--- src/rtl/sa_fifo_rwsp_8x129_ctrl.sv ---
// sa_fifo_rwsp_8x129_ctrl
// FIFO controller driving both ports of an external 8x129 flop RAM whose
// read port has two register stages: a read-address register (loaded by
// ram_re) and an output data register (loaded by ram_ore). The controller
// hides that two-stage read pipeline behind a plain valid/ready read side.
//
// Pipeline bookkeeping:
//   unissued : entries written but whose address has not yet entered ra_d
//   s1_vld   : RAM ra_d holds the address of the next entry to read
//   s2_vld   : RAM dout register holds the head entry (presented on rd_pd)
//   count    : unissued + s1_vld + s2_vld, freed only when the head pops
//
// Optional build macro SA_FIFO_RWSP_HWM_EN adds a registered high-watermark
// output fifo_hwm and its synchronous clear input hwm_clr. Without the macro
// neither port nor the watermark logic exists.

module sa_fifo_rwsp_8x129_ctrl #(
   parameter int DEPTH = 8,
   parameter int AW    = 3,
   parameter int WIDTH = 129
) (
   input  logic             clk,
   input  logic             reset_,
   input  logic             wr_pvld,
   output logic             wr_prdy,
   input  logic [WIDTH-1:0] wr_pd,
   output logic             rd_pvld,
   input  logic             rd_prdy,
   output logic [WIDTH-1:0] rd_pd,
   output logic [AW-1:0]    ram_wa,
   output logic             ram_we,
   output logic [WIDTH-1:0] ram_di,
   output logic [AW-1:0]    ram_ra,
   output logic             ram_re,
   output logic             ram_ore,
   input  logic [WIDTH-1:0] ram_dout
`ifdef SA_FIFO_RWSP_HWM_EN
   ,
   input  logic             hwm_clr,
   output logic [AW:0]      fifo_hwm
`endif
);

   localparam logic [AW-1:0] PTR_ONE  = {{(AW-1){1'b0}}, 1'b1};
   localparam logic [AW:0]   CNT_ZERO = '0;
   localparam logic [AW:0]   CNT_ONE  = {{AW{1'b0}}, 1'b1};
   localparam logic [AW:0]   CNT_FULL = (AW+1)'(DEPTH);

   logic [AW-1:0] wr_ptr_q, wr_ptr_d;
   logic [AW-1:0] iss_ptr_q, iss_ptr_d;
   logic [AW:0]   count_q, count_d;
   logic [AW:0]   unissued_q, unissued_d;
   logic          s1_vld_q, s1_vld_d;
   logic          s2_vld_q, s2_vld_d;
   logic          wr_prdy_q, wr_prdy_d;

   logic          wr_acc;
   logic          issue;
   logic          advance;
   logic          pop;

   // Handshake decode: write accept, address issue into ra_d, data advance
   // into the dout register, and consumer pop.
   always_comb begin
      wr_acc  = wr_pvld & wr_prdy_q;
      advance = s1_vld_q & (~s2_vld_q | rd_prdy);
      issue   = (unissued_q != CNT_ZERO) & (~s1_vld_q | advance);
      pop     = s2_vld_q & rd_prdy;
   end

   // Next-state computation for pointers, occupancy and stage valids.
   always_comb begin
      wr_ptr_d   = wr_ptr_q;
      iss_ptr_d  = iss_ptr_q;
      count_d    = count_q;
      unissued_d = unissued_q;
      s1_vld_d   = s1_vld_q;
      s2_vld_d   = s2_vld_q;

      if (wr_acc) begin
         wr_ptr_d = wr_ptr_q + PTR_ONE;
      end
      if (issue) begin
         iss_ptr_d = iss_ptr_q + PTR_ONE;
      end

      case ({wr_acc, pop})
         2'b10:   count_d = count_q + CNT_ONE;
         2'b01:   count_d = count_q - CNT_ONE;
         default: count_d = count_q;
      endcase

      case ({wr_acc, issue})
         2'b10:   unissued_d = unissued_q + CNT_ONE;
         2'b01:   unissued_d = unissued_q - CNT_ONE;
         default: unissued_d = unissued_q;
      endcase

      if (issue) begin
         s1_vld_d = 1'b1;
      end else if (advance) begin
         s1_vld_d = 1'b0;
      end

      if (advance) begin
         s2_vld_d = 1'b1;
      end else if (pop) begin
         s2_vld_d = 1'b0;
      end

      wr_prdy_d = (count_d < CNT_FULL);
   end

   // State registers; a reset discards every entry in flight.
   always_ff @(posedge clk or negedge reset_) begin
      if (!reset_) begin
         wr_ptr_q   <= '0;
         iss_ptr_q  <= '0;
         count_q    <= '0;
         unissued_q <= '0;
         s1_vld_q   <= 1'b0;
         s2_vld_q   <= 1'b0;
         wr_prdy_q  <= 1'b0;
      end else begin
         wr_ptr_q   <= wr_ptr_d;
         iss_ptr_q  <= iss_ptr_d;
         count_q    <= count_d;
         unissued_q <= unissued_d;
         s1_vld_q   <= s1_vld_d;
         s2_vld_q   <= s2_vld_d;
         wr_prdy_q  <= wr_prdy_d;
      end
   end

   assign wr_prdy = wr_prdy_q;
   assign ram_we  = wr_acc;
   assign ram_wa  = wr_ptr_q;
   assign ram_di  = wr_pd;
   assign ram_re  = issue;
   assign ram_ra  = iss_ptr_q;
   assign ram_ore = advance;
   assign rd_pvld = s2_vld_q;
   assign rd_pd   = ram_dout;

`ifdef SA_FIFO_RWSP_HWM_EN
   logic [AW:0] fifo_hwm_q, fifo_hwm_d;

   // Watermark tracks the largest occupancy seen; clear wins over update.
   always_comb begin
      fifo_hwm_d = fifo_hwm_q;
      if (hwm_clr) begin
         fifo_hwm_d = '0;
      end else if (count_d > fifo_hwm_q) begin
         fifo_hwm_d = count_d;
      end
   end

   // Watermark register.
   always_ff @(posedge clk or negedge reset_) begin
      if (!reset_) begin
         fifo_hwm_q <= '0;
      end else begin
         fifo_hwm_q <= fifo_hwm_d;
      end
   end

   assign fifo_hwm = fifo_hwm_q;
`endif

endmodule

--- config.mk ---
export PLATFORM = sky130hd
export DESIGN_NAME = sa_fifo_rwsp_8x129_ctrl
export DESIGN_NICKNAME = d
export VERILOG_FILES = /design/src/rtl/sa_fifo_rwsp_8x129_ctrl.sv
export SDC_FILE = /design/constraint.sdc
export NUM_CORES = 1
export LEC_CHECK = 0
export ABC_CLOCK_PERIOD_IN_PS = 4400
export BUFFER_PORTS_ARGS = -buffer_cell sky130_fd_sc_hd__buf_2
export CORE_AREA = 2 2 205 207
export DETAILED_ROUTE_END_ITERATION = 10
export DIE_AREA = 0 0 207 209
export HOLD_SLACK_MARGIN = 0.02
export PLACE_DENSITY = 0.34
export SLEW_MARGIN = 20
export SYNTH_ARGS = -nofsm -noshare
export SYNTH_HDL_FRONTEND = slang
export SYNTH_SLANG_ARGS = --single-unit
--- constraint.sdc ---
create_clock -name clk -period 4.4 [get_ports clk]
set_input_delay 0.88 -clock clk [delete_from_list [all_inputs] [get_ports clk]]
set_output_delay 0.88 -clock clk [all_outputs]
set_load 0.1 [all_outputs]
==> out/qor.log, run 1 <==
INFO  sta            post-route-worst-setup-slack=1450ps
INFO  logic_synthesis yosys_register_bits=17
INFO  clocking       htree_num_levels=1
INFO  layout         finish.instance_area=1730µm²
INFO  logic_synthesis syn-mean-instance-area=8.51µm²
INFO  clocking       worst_setup_hold_path_clk_slew=50ps
INFO  drt            initialDrtViolationCount=28
INFO  sta            report.final.hold_viol_count=0
INFO  sta            period_needed=2950ps
INFO  worst_hold_path holdCritStartpoint=ram_ra[2]
INFO  floorplanning  dieArea=43,300µm²
INFO  clocking       count_of_instances_resized_after_the_clock_tree_is_built=0
INFO  power          p_per_area=677nW/µm²
INFO  drt            post-route-drc-count=0
INFO  clocking       cts_inserted_buffers=3
INFO  worst_hold_path hold_path_class=flop to flop
INFO  layout         antenna_cells_inserted=0
INFO  setup_path     worst_setup_path_start_kind=input port
INFO  drt            route.vias.total=1,011
INFO  layout         multi_input_comb_area=475µm²
INFO  setup_path     timing.critical_path.fanout_max=6
INFO  sta            final-max-slew-violation-count=0
INFO  layout         synthToLayoutAreaGrowth=-39.1%
INFO  clocking       post_cts_setup_inserts=0
INFO  job            drv_cap=0
INFO  place          place_area=1650µm²
INFO  logic_synthesis synth_area_leaders=sky130_fd_sc_hd__buf_4 (68%), sky130_fd_sc_hd__dfrtp_1 (15%), sky130_fd_sc_hd__ha_1 (4.0%), sky130_fd_sc_hd__xor2_1 (2.5%), sky130_fd_sc_hd__xnor2_1 (1.8%)
INFO  setup_path     worst-setup-path-type=input port to primary output
INFO  logic_synthesis sequential_share_of_the_synthesized_area=15.0%
INFO  logic_synthesis synthesis.nets=605
INFO  setup_path     cp.arrival=2070ps
INFO  setup_path     r2r_start=rd_pvld
INFO  layout         finish.net_count=366
INFO  sta            grt_setup_unrepaired=no
INFO  logic_synthesis ys_types=23
INFO  global_route   grt_pass1_wl=10,700µm
INFO  setup_path     cp_common_cell=sky130_fd_sc_hd__buf_2
INFO  floorplanning  initial_utilization=6.88%
INFO  worst_hold_path holdPathStages=1
INFO  sta            holdWs=472ps
INFO  clocking       post_cts_hold_buffer_count=0
INFO  floorplanning  dieHeight=209µm
INFO  setup_path     critPathRequiredTime=3520ps
INFO  floorplanning  core_area=41,300µm²
INFO  setup_path     timing.critical_path.cells=buf_2 > and2b_1 > a21oi_2 > buf_2
INFO  global_route   first_global_vias=1,117
INFO  setup_path     cp_max_stage_cell=sky130_fd_sc_hd__buf_2
INFO  clocking       clock_sinks=17
INFO  drt            finalWirelength=8830µm
INFO  setup_path     r2r.worst_path.cells=9
INFO  layout         layout.area.seq=425µm²
INFO  global_route   grt_overflow_total=0
INFO  setup_path     timing.rr.end=unissued_q[2]
INFO  drt            avgRoutedWirePerCell=13.9µm
INFO  global_route   pin_count_of_the_biggest_net_entering_global_routing=18
INFO  place          detailedPlace.worstSlack=1380ps
INFO  place          dpl.hpwl=7550µm
INFO  setup_path     crit_path_max_incr_delay=520ps
INFO  sta            finalSetupViolations=0
INFO  sta            tightest_slew=527ps
INFO  drt            routed_via_density=1.60
INFO  logic_synthesis synth_top_area_share=68.2%
INFO  run_status     status=finished, final reports clean
INFO  sta            max_clock_freq=339MHz
INFO  setup_path     timing.critical_path.to_type=primary output
INFO  drt            dr.pass1.iters=2
INFO  sta            finalCritPeriodShare=67.0%
INFO  logic_synthesis netlist_area=2840µm²
INFO  global_route   antenna_violations_before_repair=0
INFO  floorplanning  floorplan.io_pins=531
INFO  layout         layout-drive-gt1-share=26.6%
INFO  floorplanning  standard_cell_rows=75
INFO  clocking       cts-root-buf=sky130_fd_sc_hd__clkbuf_16
INFO  clocking       tritoncts=done
INFO  worst_hold_path hold_path_end=ram_ra[2]
INFO  setup_path     reg2reg_slack=2190ps
INFO  clocking       insertion_delay=260ps
INFO  sta            timing.max_slew.rel_slack=65.1%
INFO  logic_synthesis synth_warnings=0
INFO  drt            detail-route-antenna-nets=0
INFO  power          p_leak=0.000498µW
INFO  floorplanning  die_w=207µm
INFO  layout         fill_cells=4,907
INFO  sta            final.setup.tns=0ps
INFO  logic_synthesis netlist_instances=334
INFO  logic_synthesis yosys.area.top_type=sky130_fd_sc_hd__buf_4
INFO  place          routabilityCongestion=0.582
INFO  global_route   grt.total_usage=3.82%
INFO  power          ir_worst_vdd=0.000381V
INFO  place          io_buffers=14
INFO  clocking       clk_path_buf_depth=2
INFO  sta            skew=5.85ps
## flip-flops by register name, indices dropped and copies added, names as in the netlist, named ones only
signal      count
ram_wa          3
wr_prdy         1
ram_ra          3
s1_vld_q        1
count_q         3
rd_pvld         1
unissued_q      4
## critical path: cells and delay by family
kind | cells | cell delay (ps)
buffers and inverters | 2 | 610
AO/OA/AOI/OAI | 1 | 380
AND/OR/NAND/NOR | 1 | 190
## cell usage in the layout, fill, tap and decap left out
master / instances
sky130_fd_sc_hd__a21oi_2: 1
sky130_fd_sc_hd__nor4b_1: 1
sky130_fd_sc_hd__buf_2: 14
sky130_fd_sc_hd__clkbuf_16: 3
sky130_fd_sc_hd__o2bb2ai_1: 1
sky130_fd_sc_hd__and4bb_1: 1
sky130_fd_sc_hd__dfrtp_1: 17
sky130_fd_sc_hd__a31o_2: 1
sky130_fd_sc_hd__and2b_1: 1
sky130_fd_sc_hd__inv_1: 1
sky130_fd_sc_hd__mux2_4: 1
sky130_fd_sc_hd__xor2_1: 8
sky130_fd_sc_hd__mux2_2: 3
sky130_fd_sc_hd__a21oi_1: 3
sky130_fd_sc_hd__nor2_1: 2
sky130_fd_sc_hd__nand2b_1: 2
sky130_fd_sc_hd__clkinv_2: 1
sky130_fd_sc_hd__nor2b_1: 1
sky130_fd_sc_hd__o21ai_0: 4
sky130_fd_sc_hd__ha_1: 9
sky130_fd_sc_hd__nor4_4: 1
sky130_fd_sc_hd__o31ai_1: 1
sky130_fd_sc_hd__xnor2_1: 6
sky130_fd_sc_hd__and2_1: 2
sky130_fd_sc_hd__nand2_1: 9
## worst max path at each step
stage | start | to | depth (start not counted)
floorplan | rd_pvld | unissued_q[2] | 9
global placement | rd_prdy | ram_re | 4
detailed placement | rd_prdy | ram_re | 4
CTS | rd_prdy | ram_re | 4
global route | rd_prdy | ram_re | 4
finish | rd_prdy | ram_re | 4
## layout make-up
cell class / count / share of cell area, %
tap: 539 / 39.0
multi-input combinational: 58 / 27.5
sequential: 17 / 24.6
clock buffer: 3 / 4.34
timing repair buffer: 14 / 4.05
clock inverter: 1 / 0.289
inverter: 1 / 0.217
## synth_stat cells, drive strengths merged
cell type	count
o31ai	1
and2b	1
o21ai	4
nand2b	2
inv	1
mux2	4
nor2b	1
nor2	2
ha	9
a21oi	4
a31o	1
and4bb	1
xnor2	6
nor4b	1
nor4	1
o2bb2ai	1
nand2	9
xor2	8
and2	2
buf	258
dfrtp	17
## through the flow
step	utilization (%)	cells	power, µW
after detailed placement	3.99	629	991
after global routing	4.19	633	1260
after CTS	4.19	633	1200
final	4.19	633	1170
after global placement	3.99	629	989
after floorplan	-	334	1970
## logic make-up (layout without fill, tap and decap cells)
family | count (synthesis) | count (layout) | synth area share, %
compound gates | 11 | 11 | 2.42
buf+inv | 259 | 19 | 68.3
flops | 17 | 17 | 15.0
simple gates | 20 | 20 | 4.32
fa+ha+maj | 9 | 9 | 3.96
mux | 4 | 4 | 1.72
xor+xnor | 14 | 14 | 4.32
## layer usage
layer	vias to the layer above	GRT usage (%)	routed length (µm)
li1	296	-	-
met1	361	1.72	1470
met2	236	5.02	3580
met3	116	4.97	2600
met4	2	5.71	1150
met5	-	0.445	23
## power by group
| group | internal [µW] | leakage [µW] | total [µW] | switching, µW |
|---|---|---|---|---|
| sequential | 236 | 0.000193 | 324 | 87.9 |
| clock | 122 | 0.0000409 | 194 | 71.9 |
| combinational | 190 | 0.000264 | 653 | 463 |
| total | 548 | 0.000498 | 1170 | 623 |
No activity file was read; power rests on OpenSTA's default activity.
==> inputs of run 2 (changes only) <==
- ABC_AREA: not set -> 1
- ABC_CLOCK_PERIOD_IN_PS: 4400 -> 2900
- CORE_AREA: 2 2 205 207 -> 2 2 208 210
- DIE_AREA: 0 0 207 209 -> 0 0 210 212
- clock period: 4.4 -> 2.9 ns (I/O delays scaled with it)
==> run 2 against run 1 <==
  * Sequential power rose by 49%
  * Setup slack got worse by 820 ps
  * Clock skew down 3.6 ps
  * Area after synthesis is 1.7% higher
  * Non-clock buffer count did not move
  * First-iteration DRC count grew to 2.5 times the previous value
  * Cell area increased by 3.5%
  * Critical path depth increased by 1
  * Largest cell class unchanged
==> out/qor.log, run 2 <==
INFO  run_status     status=finished, final reports clean
INFO  drt            finalWirelength=9050µm [+2.5%]
INFO  floorplanning  standard_cell_rows=76 [+1.3%]
INFO  global_route   antenna_violations_before_repair=0 [unchanged]
INFO  global_route   first_global_vias=1,219 [+9.1%]
INFO  floorplanning  dieHeight=212µm [+1.4%]
INFO  clocking       count_of_instances_resized_after_the_clock_tree_is_built=0 [unchanged]
INFO  sta            max_clock_freq=440MHz
INFO  logic_synthesis post-synth-top-count-cell=sky130_fd_sc_hd__buf_4
INFO  setup_path     timing.critical_path.buf_inv=2 [unchanged]
INFO  layout         final_util=4.21% [+0.021 points]
INFO  sta            timing.max_slew.rel_slack=63.0% [-2.1 points]
INFO  power          p_per_area=1180nW/µm² [+74%]
INFO  setup_path     cp_max_stage_cell=sky130_fd_sc_hd__buf_2
INFO  logic_synthesis netlist_area=2890µm² [+1.7%]
INFO  place          dpl.hpwl=7560µm [about the same]
INFO  logic_synthesis synth_warnings=0 [unchanged]
INFO  power          power_frac_clock=14.0% [-2.6 points]
INFO  logic_synthesis synth.top_cells.by_count=sky130_fd_sc_hd__buf_4 (258), sky130_fd_sc_hd__nand2_1 (36), sky130_fd_sc_hd__dfrtp_1 (17)
INFO  clocking       clk_path_buf_depth=2 [unchanged]
INFO  setup_path     worst_setup_path_start_kind=flop
INFO  clocking       cts-root-buf=sky130_fd_sc_hd__clkbuf_16
INFO  setup_path     crit_path_max_incr_delay=470ps [-50 ps]
INFO  layout         largest_register_ff_count=4 [unchanged]
INFO  setup_path     critPathTopFamily=buffers and inverters
INFO  clocking       insertion_delay=250ps [about the same]
INFO  layout         antenna_cells_inserted=0 [unchanged]
INFO  drt            avgRoutedWirePerCell=13.3µm [-4.3%]
INFO  setup_path     timing.critical_path.fanout_max=5 [-1]
INFO  power          power.internal=892µW [+63%]
INFO  power          switching_share=57.6% [+4.4 points]
INFO  layout         fill_cells=4,969 [+1.3%]
INFO  setup_path     critPathRequiredTime=2320ps [-1200 ps]
INFO  power          ir_worst_vdd=0.000518V [+36%]
INFO  logic_synthesis ys_types=17 [-26%]
INFO  drt            initialDrtViolationCount=71 [+150%]
INFO  global_route   grt_overflow_total=0 [unchanged]
INFO  logic_synthesis yosys_register_bits=17 [unchanged]
INFO  sta            skew=2.25ps [-3.60 ps]
INFO  clocking       cts_inserted_buffers=3 [unchanged]
INFO  power          p_leak=0.000623µW [+25%]
INFO  floorplanning  dieArea=44,500µm² [+2.9%]
INFO  global_route   grt.total_usage=3.70% [-0.12 points]
INFO  sta            holdWs=283ps [-189 ps]
INFO  floorplanning  initial_utilization=6.80% [-0.085 points]
INFO  setup_path     timing.critical_path.to_type=primary output
INFO  sta            grt_setup_unrepaired=no
INFO  global_route   pin_count_of_the_biggest_net_entering_global_routing=18 [unchanged]
INFO  logic_synthesis synth_area_leaders=sky130_fd_sc_hd__buf_4 (67%), sky130_fd_sc_hd__dfrtp_1 (15%), sky130_fd_sc_hd__nand2_1 (4.7%), sky130_fd_sc_hd__ha_1 (3.9%), sky130_fd_sc_hd__xnor2_1 (2.4%)
INFO  drt            routed_via_density=1.72 [+7.8%]
INFO  logic_synthesis async_reset_ff_share=100% [unchanged]
INFO  floorplanning  floorplan.io_pins=531 [unchanged]
INFO  layout         commonest_cells_after_routing_fill_and_taps_aside=sky130_fd_sc_hd__nand2_1 (36), sky130_fd_sc_hd__dfrtp_1 (17), sky130_fd_sc_hd__buf_2 (14)
INFO  sta            period_needed=2270ps
INFO  setup_path     worst-setup-path-type=flop to primary output
INFO  floorplanning  die_w=210µm [+1.4%]
INFO  drt            dr.pass1.iters=3 [+1]
INFO  sta            tightest_slew=559ps [+32.1 ps]
INFO  power          power_frac_seq=22.9% [-4.8 points]
INFO  drt            post-route-drc-count=0 [unchanged]
INFO  worst_hold_path hold_path_class=input port to asynchronous set/reset pin
INFO  logic_synthesis synth_top_area_share=67.0% [-1.1 points]
INFO  clocking       worst_setup_hold_path_clk_slew=60ps [about the same]
INFO  clocking       post_cts_hold_buffer_count=0 [unchanged]
INFO  job            drv_cap=0 [unchanged]
INFO  clocking       tritoncts=done
INFO  logic_synthesis most_used_flip_flop_cell_after_synthesis=sky130_fd_sc_hd__dfrtp_1
INFO  floorplanning  core_area=42,500µm² [+2.9%]
INFO  sta            final.setup.tns=0ps [unchanged]
INFO  power          power_frac_comb=63.1% [+7.3 points]
INFO  logic_synthesis syn-mean-instance-area=7.77µm² [-8.7%]
INFO  drt            detail-route-antenna-nets=0 [unchanged]
INFO  sta            finalCritPeriodShare=78.3%
INFO  setup_path     reg2reg_slack=850ps [-1340 ps]
INFO  sta            final-max-slew-violation-count=0 [unchanged]
INFO  layout         synthToLayoutAreaGrowth=-38.1%
INFO  clocking       htree_num_levels=1 [unchanged]
INFO  power          p_switching=1210µW [+95%]
INFO  layout         mostFrequentLayoutCell=sky130_fd_sc_hd__nand2_1
INFO  sta            post-route-worst-setup-slack=629ps [-823 ps]
INFO  layout         registers.top_by_ff_count=unissued_q
INFO  logic_synthesis yosys.area.top_type=sky130_fd_sc_hd__buf_4
INFO  sta            finalSetupViolations=0 [unchanged]
INFO  sta            report.final.hold_viol_count=0 [unchanged]
INFO  logic_synthesis synthesis.nets=643 [+6.3%]
INFO  setup_path     cp.arrival=1690ps [-380 ps]
INFO  layout         finish.net_count=404 [+10%]
INFO  place          routabilityCongestion=0.611 [+5.0%]
INFO  logic_synthesis netlist_instances=372 [+11%]
INFO  logic_synthesis synth-edff-count=0 [unchanged]
INFO  clocking       post_cts_setup_inserts=0 [unchanged]
INFO  place          io_buffers=14 [unchanged]
INFO  layout         layout-drive-gt1-share=21.2% [-5.4 points]
INFO  logic_synthesis sequential_share_of_the_synthesized_area=14.7% [-0.25 points]
INFO  clocking       clock_sinks=17 [unchanged]
INFO  global_route   grt_pass1_wl=10,700µm [unchanged]
INFO  place          detailedPlace.worstSlack=642ps [-743 ps]
INFO  drt            route.vias.total=1,167 [+15%]
INFO  setup_path     timing.critical_path.cells=nor2_1 > nand3_1 > nand2_1 > inv_2 > buf_2
==> run 2: cell types whose count changed in the layout (fill, tap and decap cells not counted), moves of 3 or more <==
cell and delta:
sky130_fd_sc_hd__mux2_2 -3, sky130_fd_sc_hd__nand2_1 +27, sky130_fd_sc_hd__nor2_1 +3, sky130_fd_sc_hd__xor2_1 -6, sky130_fd_sc_hd__inv_2 +5, sky130_fd_sc_hd__nand3_1 +9
sky130_fd_sc_hd__inv_1 +10
==> run 2: metrics by stage <==
| step | instance area [µm²] | instances | total power, µW |
|---|---|---|---|
| 3_5_place_dp | 1710 | 674 | 1830 |
| 6_report | 1790 | 678 | 2100 |
| 3_3_place_gp | 1710 | 674 | 1850 |
| 4_1_cts | 1790 | 678 | 2150 |
| 2_1_floorplan | 2890 | 372 | 3250 |
| 5_1_grt | 1790 | 678 | 2290 |
==> run 2: worst reg2reg max path, delay by kind of cell (launching register included) <==
| family | cells | cell delay, ps |
|---|---|---|
| simple gates | 5 | 630 |
| xor+xnor | 1 | 150 |
| compound gates | 2 | 210 |
| buf+inv | 1 | 110 |
| fa+ha+maj | 2 | 400 |
| flops | 1 | 420 |
==> run 2: cell type report <==
class	count	area (µm²)	share of cell area, %
Clock buffer	3	75.1	4.20
Sequential cell	17	425	23.8
Multi-Input combinational cell	80	464	25.9
Inverter	17	66.3	3.71
Timing Repair Buffer	14	70.1	3.92
Tap cell	546	683	38.2
Clock inverter	1	5.00	0.280
==> run 2: cells by family after synthesis <==
family                   after synthesis  share of synthesized area, %
buffers and inverters                275                          69.3
XOR/XNOR                              10                          3.03
AND/OR/NAND/NOR                       53                          7.54
adder cells (fa/ha/maj)                9                          3.90
AO/OA/AOI/OAI                          8                          1.47
flip-flops                            17                          14.7
==> run 2: worst paths after layout <==
kind / start / end / depth (start not counted)
worst min register to register: ram_wa[2] / ram_wa[2] / 1
max in group asynchronous: reset_ / unissued_q[2] / 1
worst min-delay path: reset_ / rd_pvld / 1
min in group clk: ram_wa[2] / ram_wa[2] / 1
worst max-delay path: unissued_q[0] / ram_re / 5
worst max register to register: unissued_q[0] / unissued_q[2] / 11
==> run 2: routing by layer <==
metal  wire, µm  vias up  track usage [%]
met5         63        -             1.00
met4       1440        2             6.09
met3       2470      122             4.53
met2       3390      255             4.35
met1       1690      399             2.01
li1           -      389                -
==> run 2: power groups by stage <==
stage	Combinational (µW)	Sequential, µW	Clock [µW]
after floorplan	2400	847	0
after CTS	1340	482	320
after global routing	1460	499	328
final	1330	482	294
after detailed placement	1350	482	0
after global placement	1360	491	0
